File: src/rtl/serial_frame_rx.sv
// Serial frame receiver: start bit, MSB-first payload, optional even parity, stop bit.
// Completed frames go to a single holding register with a valid/ready handshake and overrun flag.
module serial_frame_rx #(
  parameter int DATA_W    = 8,
  parameter bit PARITY_EN = 1'b1
) (
  input  logic              clk,
  input  logic              reset,
  input  logic              sin,
  input  logic              sin_en,
  output logic [DATA_W-1:0] dout,
  output logic              dout_valid,
  input  logic              dout_ready,
  output logic              parity_err,
  output logic              frame_err,
  output logic              overrun,
  output logic              busy
);

  localparam int CNT_W = $clog2(DATA_W);
  localparam logic [CNT_W-1:0] LAST_BIT = CNT_W'(DATA_W - 1);

  typedef enum logic [1:0] {
    IDLE   = 2'd0,
    DATA   = 2'd1,
    PARITY = 2'd2,
    STOP   = 2'd3
  } state_t;

  state_t            state, state_next;
  logic [CNT_W-1:0]  cnt, cnt_next;
  logic [DATA_W-1:0] shreg, shreg_next;
  logic              perr_pend, perr_pend_next;
  logic              complete;

  // NOTE: sequential state uses non-blocking assignments so every register
  // samples the pre-edge values of its neighbours, independent of block order.
  always_ff @(posedge clk or negedge reset) begin
    if (!reset) begin
      state     <= IDLE;
      cnt       <= '0;
      shreg     <= '0;
      perr_pend <= 1'b0;
    end else begin
      state     <= state_next;
      cnt       <= cnt_next;
      shreg     <= shreg_next;
      perr_pend <= perr_pend_next;
    end
  end

  // NOTE: every signal driven here gets a default first; a path that leaves
  // one unassigned would infer a latch.
  always_comb begin
    state_next     = state;
    cnt_next       = cnt;
    shreg_next     = shreg;
    perr_pend_next = perr_pend;
    complete       = 1'b0;

    if (sin_en) begin
      unique case (state)
        IDLE: begin
          if (sin) begin
            state_next     = DATA;
            cnt_next       = '0;
            shreg_next     = '0;
            perr_pend_next = 1'b0;
          end
        end
        DATA: begin
          shreg_next = {shreg[DATA_W-2:0], sin};
          if (cnt == LAST_BIT) begin
            cnt_next   = '0;
            state_next = PARITY_EN ? PARITY : STOP;
          end else begin
            cnt_next = cnt + CNT_W'(1);
          end
        end
        PARITY: begin
          perr_pend_next = (^shreg) ^ sin;
          state_next     = STOP;
        end
        STOP: begin
          // A high stop bit only flags the frame; the next start must come from IDLE.
          complete   = 1'b1;
          state_next = IDLE;
        end
        default: state_next = IDLE;
      endcase
    end
  end

  // NOTE: the holding register is a handful of flops, so it is reset along
  // with control state to keep dout at a known 0 after reset.
  always_ff @(posedge clk or negedge reset) begin
    if (!reset) begin
      dout       <= '0;
      dout_valid <= 1'b0;
      parity_err <= 1'b0;
      frame_err  <= 1'b0;
      overrun    <= 1'b0;
    end else begin
      overrun <= 1'b0;
      if (complete) begin
        // Load when empty, or when the held frame is being accepted this same edge.
        if (!dout_valid || dout_ready) begin
          dout       <= shreg;
          parity_err <= PARITY_EN ? perr_pend : 1'b0;
          frame_err  <= sin;
          dout_valid <= 1'b1;
        end else begin
          overrun <= 1'b1;
        end
      end else if (dout_valid && dout_ready) begin
        dout_valid <= 1'b0;
      end
    end
  end

  assign busy = (state != IDLE);

endmodule

File: config.mk
export PLATFORM = sky130hd
export DESIGN_NAME = serial_frame_rx
export DESIGN_NICKNAME = d
export VERILOG_FILES = /design/src/rtl/serial_frame_rx.sv
export SDC_FILE = /design/constraint.sdc
export NUM_CORES = 1
export LEC_CHECK = 0
export ABC_AREA = 1
export CAP_MARGIN = 40
export CORE_MARGIN = 5
export CORE_UTILIZATION = 45
export CTS_CLUSTER_SIZE = 14
export DETAILED_ROUTE_END_ITERATION = 7
export PLACE_DENSITY = 0.65
export SYNTH_ARGS = -nofsm -noshare
export SYNTH_HDL_FRONTEND = slang
export SYNTH_SLANG_ARGS = --single-unit
File: constraint.sdc
create_clock -name clk -period 3.7 [get_ports clk]
set_input_delay 0.555 -clock clk [delete_from_list [all_inputs] [get_ports clk]]
set_output_delay 0.555 -clock clk [all_outputs]
set_load 0.01 [all_outputs]
Word-level counts from Yosys, hierarchy flattened
Index checks and enable logic that the tools add are counted.
W data, S select, Z words.
{"block": "word_totals", "register_bits": 26, "in_bits": 5, "word_cells": 49, "out_inout_bits": 13}
{"block": "classes", "n_eq_ne": 7, "n_reduce_logical": 14, "n_bitwise": 1, "n_addsub": 1, "n_mux": 17}
{"op": "$pmux W8 S2", "n": 1}
{"op": "$reduce_and A3 Y1", "n": 3}
{"op": "$mux W1", "n": 8}
{"op": "$mux W8", "n": 1}
{"op": "$pmux W2 S4", "n": 1}
{"op": "$reduce_bool A2 Y1", "n": 4}
{"op": "$reduce_xor A8 Y1", "n": 1}
{"op": "$mux W3", "n": 2}
{"op": "$pmux W3 S2", "n": 1}
{"op": "$eq A2 B2 Y1 const B", "n": 2}
{"op": "$mux W2", "n": 2}
{"op": "$ne A2 B2 Y1 const B", "n": 2}
{"op": "$reduce_and A2 Y1", "n": 2}
{"op": "$add A3 B1 Y3 const B", "n": 1}
{"op": "$eq A3 B3 Y1 const B", "n": 1}
{"op": "$eq A2 B1 Y1 const B", "n": 1}
{"op": "$logic_not A2 Y1", "n": 1}
{"op": "$ne A2 B1 Y1 const B", "n": 1}
{"op": "$pmux W1 S2", "n": 1}
{"op": "$logic_and A1 B1 Y1", "n": 1}
{"op": "$logic_not A1 Y1", "n": 1}
{"op": "$logic_or A1 B1 Y1", "n": 1}
{"op": "$xor A1 B1 Y1", "n": 1}

Depth between registers and ports, before layout
{"block": "depth", "ltp_word": 5, "mapped_depth": 10, "ltp_nobuf": 10}

Worst setup path after synthesis
No wires, ideal clock.
{"block": "synth_timing", "path_kind": "reg2reg", "start": "register state[0]", "end": "register shreg[1]", "setup_ps": 128, "required_time_ps": 3572, "period_less_slack_ps": 1410, "path_slack_ps": 2290, "stages_incl_launch_ff": 10, "path_buffers": 1, "t_arrival_ps": 1283, "cell_sequence": "dfrtp_1 > inv_1 > ha_1 > inv_2 > nor2_2 > inv_2 > nand2_2 > a21oi_4 > buf_6 > o22ai_1"}
{"block": "synth_between", "elab_chain_len": 3}
{"element": "start, declared", "line_no": "30", "text": "state_t state, state_next;"}
{"element": "start signal, assigned", "line_no": "45", "text": "state <= state_next;"}
{"element": "$eq A2 B1 Y1 / $logic_not A2 Y1 (equally long branches)", "line_no": "62", "text": "unique case (state)"}
{"element": "$reduce_bool A2 Y1 (no line) / $ne A2 B2 Y1 (equally long branches)"}
{"element": "$reduce_and A3 Y1 (no line)"}
{"element": "end signal, assigned", "line_no": "47", "text": "shreg <= shreg_next;"}
{"element": "end, declared", "line_no": "32", "text": "logic [DATA_W-1:0] shreg, shreg_next;"}
Several ways; a longest one is shown, not always the timed one.
A chain may end at the register's enable or synchronous reset.

Worst setup path in the final report
{"block": "layout_timing", "start": "register state[0]", "end": "output busy"}
{"block": "layout_between", "elab_chain_len": 1}
{"element": "$reduce_bool A2 Y1", "line_no": "121", "text": "assign busy = (state != IDLE);"}
{"element": "end, declared", "line_no": "17", "text": "output logic busy"}
Every way passes these cells.

==> run_results.csv <==
group,metric,value,unit
clocking,cts-buffers-inserted,3,
worst_setup_path,cp_cell_sequence,"inv_1 > ha_1 > inv_2 > clkdlybuf4s50_1",
clocking,cts_resized,0,
clocking,clock_latency,320,ps
grt,grt_start_max_net_pins,27,
layout,number_of_antenna_diodes,0,
routing,detail_route.wl_per_cell,12.5,microns
clocking,cts.root.buffer_cell,"sky130_fd_sc_hd__clkbuf_4",
grt,number_of_antenna_violations_at_the_first_check_in_global_routing,0,
floorplan,floorplan.initialDensity,0.469,
logic_synthesis,synth_mux_area_frac,0.00879,
logic_synthesis,yosys.area_share.xor_xnor,0,
logic_synthesis,post_synth_instance_area,1280,sq um
placed_design,dp_hpwl,1.86,mm
worst_setup_path,path_max_fanout,4,
layout,synthToLayoutAreaGrowth,19.7,%
routing,drt-initial-drc-count,39,
worst_setup_path,cp_top_family,"buffers and inverters",
worst_setup_path,critPathMaxStageDelay,550,ps
timing,layout_worst_path_cycle_share,0.609,
placed_design,placed_cell_area,1480,sq um
worst_setup_path,r2r_setup_slack,1990,ps
min_path,min_path_type,"flop to flop",
worst_setup_path,regToRegEndpoint,"cnt[0]$_DFFE_PN0P_",
worst_setup_path,critical_path.n_buffers_inverters,3,
timing,worstMarginPinSlew,403,ps
worst_setup_path,crit_path_start_kind,"flop",
clocking,tritoncts,"built",
timing,fin_tns_setup,0,ps
clocking,cts-htree-levels,1,
timing,max-slew-margin-rel,0.730,
grt,grt-ovfl-total,0,
floorplan,die-area,4010,sq um
power,power-per-cell-area,763,nW/um^2
layout,layout_cells_sized_above_1,0.0893,
logic_synthesis,postSynthNetCount,160,
worst_setup_path,rr_worst_depth,9,
layout,finalNetCount,181,
logic_synthesis,synth_adder_area_share,0.0684,
grt,grt_first_pass_wirelength,4.58,mm
flow_run,cap_viol_max_count,0,
routing,avgViaCountPerCell,5.10,
min_path,min_to,"dout[3]$_DFFE_PN0P_",
logic_synthesis,yosys_register_bits,26,
timing,achievable-frequency,444,MHz
layout,finish.instance_area,1530,sq um
timing,final-hold-violation-count,0,
routing,drc,0,
worst_setup_path,worstSetupPathType,"flop to primary output",
worst_setup_path,critical-path-slowest-cell,"sky130_fd_sc_hd__clkdlybuf4s50_1",
placed_design,gp_routability_congestion,0.820,
floorplan,design.core.area,2730,sq um
clocking,path_clk_slew,140,ps
timing,finalWorstPathRequiredPeriod,2250,ps
worst_setup_path,capturing_element_type_of_the_critical_path,"primary output",
timing,timing.hold.ws,505,ps
logic_synthesis,fraction_of_the_mapped_netlist_area_in_compound_gates,0.130,
clocking,hold_buffers,0,
routing,routed_wl,2.48,mm
grt,grt_util_all_layers,0.139,
routing,drt_pass_1_iters,4,
logic_synthesis,synth.lib_cells_used.distinct,20,
floorplan,die_w,63.4,microns
logic_synthesis,syn_inst,148,
power,p_leak,0.753,nW
routing,detail-route-antenna-nets,0,
placed_design,io_buffer_count,17,
power,maximum_vdd_drop,0.371,mV
outcome,run_status,"finished, final reports clean",
clocking,post-cts-setup-buffer-count,0,
grt,grt_pass1_vias,1077,
logic_synthesis,combinational_family_with_the_most_area_after_synthesis,"simple AND/OR/NAND/NOR gates",
timing,rsz0062_at_grt,"false",
worst_setup_path,worst-endpoint-required,3140,ps
floorplan,die_h,63.4,microns
routing,vias,1014,
logic_synthesis,ys_seq_area_frac,0.508,
logic_synthesis,ys.warnings.count,0,
layout,final_core_util,0.561,
min_path,worst_hold_path.num_cells,2,
floorplan,floorplan.rows,19,
timing,drv_slew,0,
floorplan,num_io_pins,18,
clocking,max-clock-path-buffers,2,
logic_synthesis,syn-mean-instance-area,8.66,sq um
worst_setup_path,arrival,1700,ps
min_path,hold_path_startpoint,"dout[3]$_DFFE_PN0P_",
timing,timing.final.setup_violations,0,
worst_setup_path,crit-reg2reg-launch,"state[0]$_DFFE_PN0P_",
clocking,clock_sinks,26,
logic_synthesis,synth_simple_gate_area_frac,0.217,
timing,clock_skew,2.05,ps
## worst max path at each step
| stage | from | end | slack (ps) | cells after the start |
|---|---|---|---|---|
| 6_report | state[0]$_DFFE_PN0P_ | busy | 1450 | 4 |
| 5_1_grt | state[0]$_DFFE_PN0P_ | busy | 1360 | 4 |
| 4_1_cts | state[0]$_DFFE_PN0P_ | busy | 1420 | 4 |
| 3_5_place_dp | sin | cnt[0]$_DFFE_PN0P_ | 1680 | 7 |
| 3_3_place_gp | sin_en | cnt[0]$_DFFE_PN0P_ | 1730 | 5 |
| 2_1_floorplan | state[0]$_DFFE_PN0P_ | shreg[1]$_DFFE_PN0P_ | 2290 | 9 |
## registers in the layout, indices dropped and copies added, names as in the netlist
register    flops
cnt             3
dout            8
dout_valid      1
frame_err       1
overrun         1
parity_err      1
perr_pend       1
shreg           8
state           2
## final cells by class
| cell class | instances | area, sq um |
|---|---|---|
| clock inverters | 1 | 30.0 |
| clock buffers | 3 | 22.5 |
| flip-flops and latches | 26 | 651 |
| multi-input cells | 101 | 543 |
| fillers | 249 | 1200 |
| well taps | 31 | 38.8 |
| inverters | 19 | 71.3 |
| repair buffers | 18 | 178 |
## power breakdown
group	switching, mW	internal (mW)	total, mW
Sequential	0.0575	0.378	0.435
Clock	0.0868	0.110	0.196
Combinational	0.303	0.235	0.539
## Yosys cell counts
| cell | count | area, sq um |
|---|---|---|
| sky130_fd_sc_hd__o21ai_1 | 9 | 45.0 |
| sky130_fd_sc_hd__o21ai_0 | 4 | 20.0 |
| sky130_fd_sc_hd__nor2_2 | 1 | 6.26 |
| sky130_fd_sc_hd__nand3_4 | 1 | 17.5 |
| sky130_fd_sc_hd__o31ai_1 | 1 | 7.51 |
| sky130_fd_sc_hd__a21oi_4 | 1 | 16.3 |
| sky130_fd_sc_hd__mux2_1 | 1 | 11.3 |
| sky130_fd_sc_hd__nand3_1 | 6 | 30.0 |
| sky130_fd_sc_hd__o21ai_2 | 3 | 26.3 |
| sky130_fd_sc_hd__nand2_2 | 1 | 6.26 |
| sky130_fd_sc_hd__o21a_1 | 1 | 7.51 |
| sky130_fd_sc_hd__nor2_1 | 7 | 26.3 |
| sky130_fd_sc_hd__inv_1 | 16 | 60.1 |
| sky130_fd_sc_hd__dfrtp_1 | 26 | 651 |
| sky130_fd_sc_hd__inv_2 | 3 | 11.3 |
| sky130_fd_sc_hd__buf_6 | 1 | 11.3 |
| sky130_fd_sc_hd__ha_1 | 7 | 87.6 |
| sky130_fd_sc_hd__o22ai_1 | 7 | 43.8 |
| sky130_fd_sc_hd__buf_2 | 1 | 5.00 |
| sky130_fd_sc_hd__nand2_1 | 51 | 191 |
## kinds of logic after synthesis
logic type / after synthesis
compound gates: 26
fa+ha+maj: 7
buf+inv: 21
flops: 26
mux: 1
simple gates: 67
## layout by cell type, fill, tap and decap left out
cell type                         instances
sky130_fd_sc_hd__inv_1                   16
sky130_fd_sc_hd__nand3_4                  1
sky130_fd_sc_hd__buf_4                    1
sky130_fd_sc_hd__nand2_1                 51
sky130_fd_sc_hd__o22ai_1                  7
sky130_fd_sc_hd__a21oi_4                  1
sky130_fd_sc_hd__mux2_1                   1
sky130_fd_sc_hd__o21ai_2                  3
sky130_fd_sc_hd__o21ai_0                  4
sky130_fd_sc_hd__ha_1                     7
sky130_fd_sc_hd__o31ai_1                  1
sky130_fd_sc_hd__nand2_2                  1
sky130_fd_sc_hd__bufinv_16                1
sky130_fd_sc_hd__clkdlybuf4s50_1         17
sky130_fd_sc_hd__nor2_2                   1
sky130_fd_sc_hd__o21ai_1                  9
sky130_fd_sc_hd__o21a_1                   1
sky130_fd_sc_hd__nand3_1                  6
sky130_fd_sc_hd__clkbuf_4                 3
sky130_fd_sc_hd__nor2_1                   7
sky130_fd_sc_hd__dfrtp_1                 26
sky130_fd_sc_hd__inv_2                    3
## per-layer routing
metal | part of all wire | track usage | routed length [microns] | vias to the layer above
li1 | - | - | - | 517
met1 | 0.44 | 0.172 | 1090 | 470
met2 | 0.50 | 0.231 | 1230 | 21
met3 | 0.046 | 0.0284 | 113 | 6
met4 | 0.018 | 0.0649 | 45 | 0
met5 | 0 | 0 | 0 | -
## worst min-delay path, cell delays in order (launching register included)
cell and delay [ps]:
sky130_fd_sc_hd__dfrtp_1 370, sky130_fd_sc_hd__nand2_1 50, sky130_fd_sc_hd__o21ai_1 60
## through the flow
step | worst slack (ps) | cells | total power, mW
4_1_cts | 1420 | 199 | 1.19
3_3_place_gp | 1730 | 195 | 0.966
6_report | 1450 | 199 | 1.17
5_1_grt | 1360 | 199 | 1.28
3_5_place_dp | 1680 | 195 | 0.986
2_1_floorplan | 2290 | 148 | 0.785
Power figures use the tool's default switching activity.
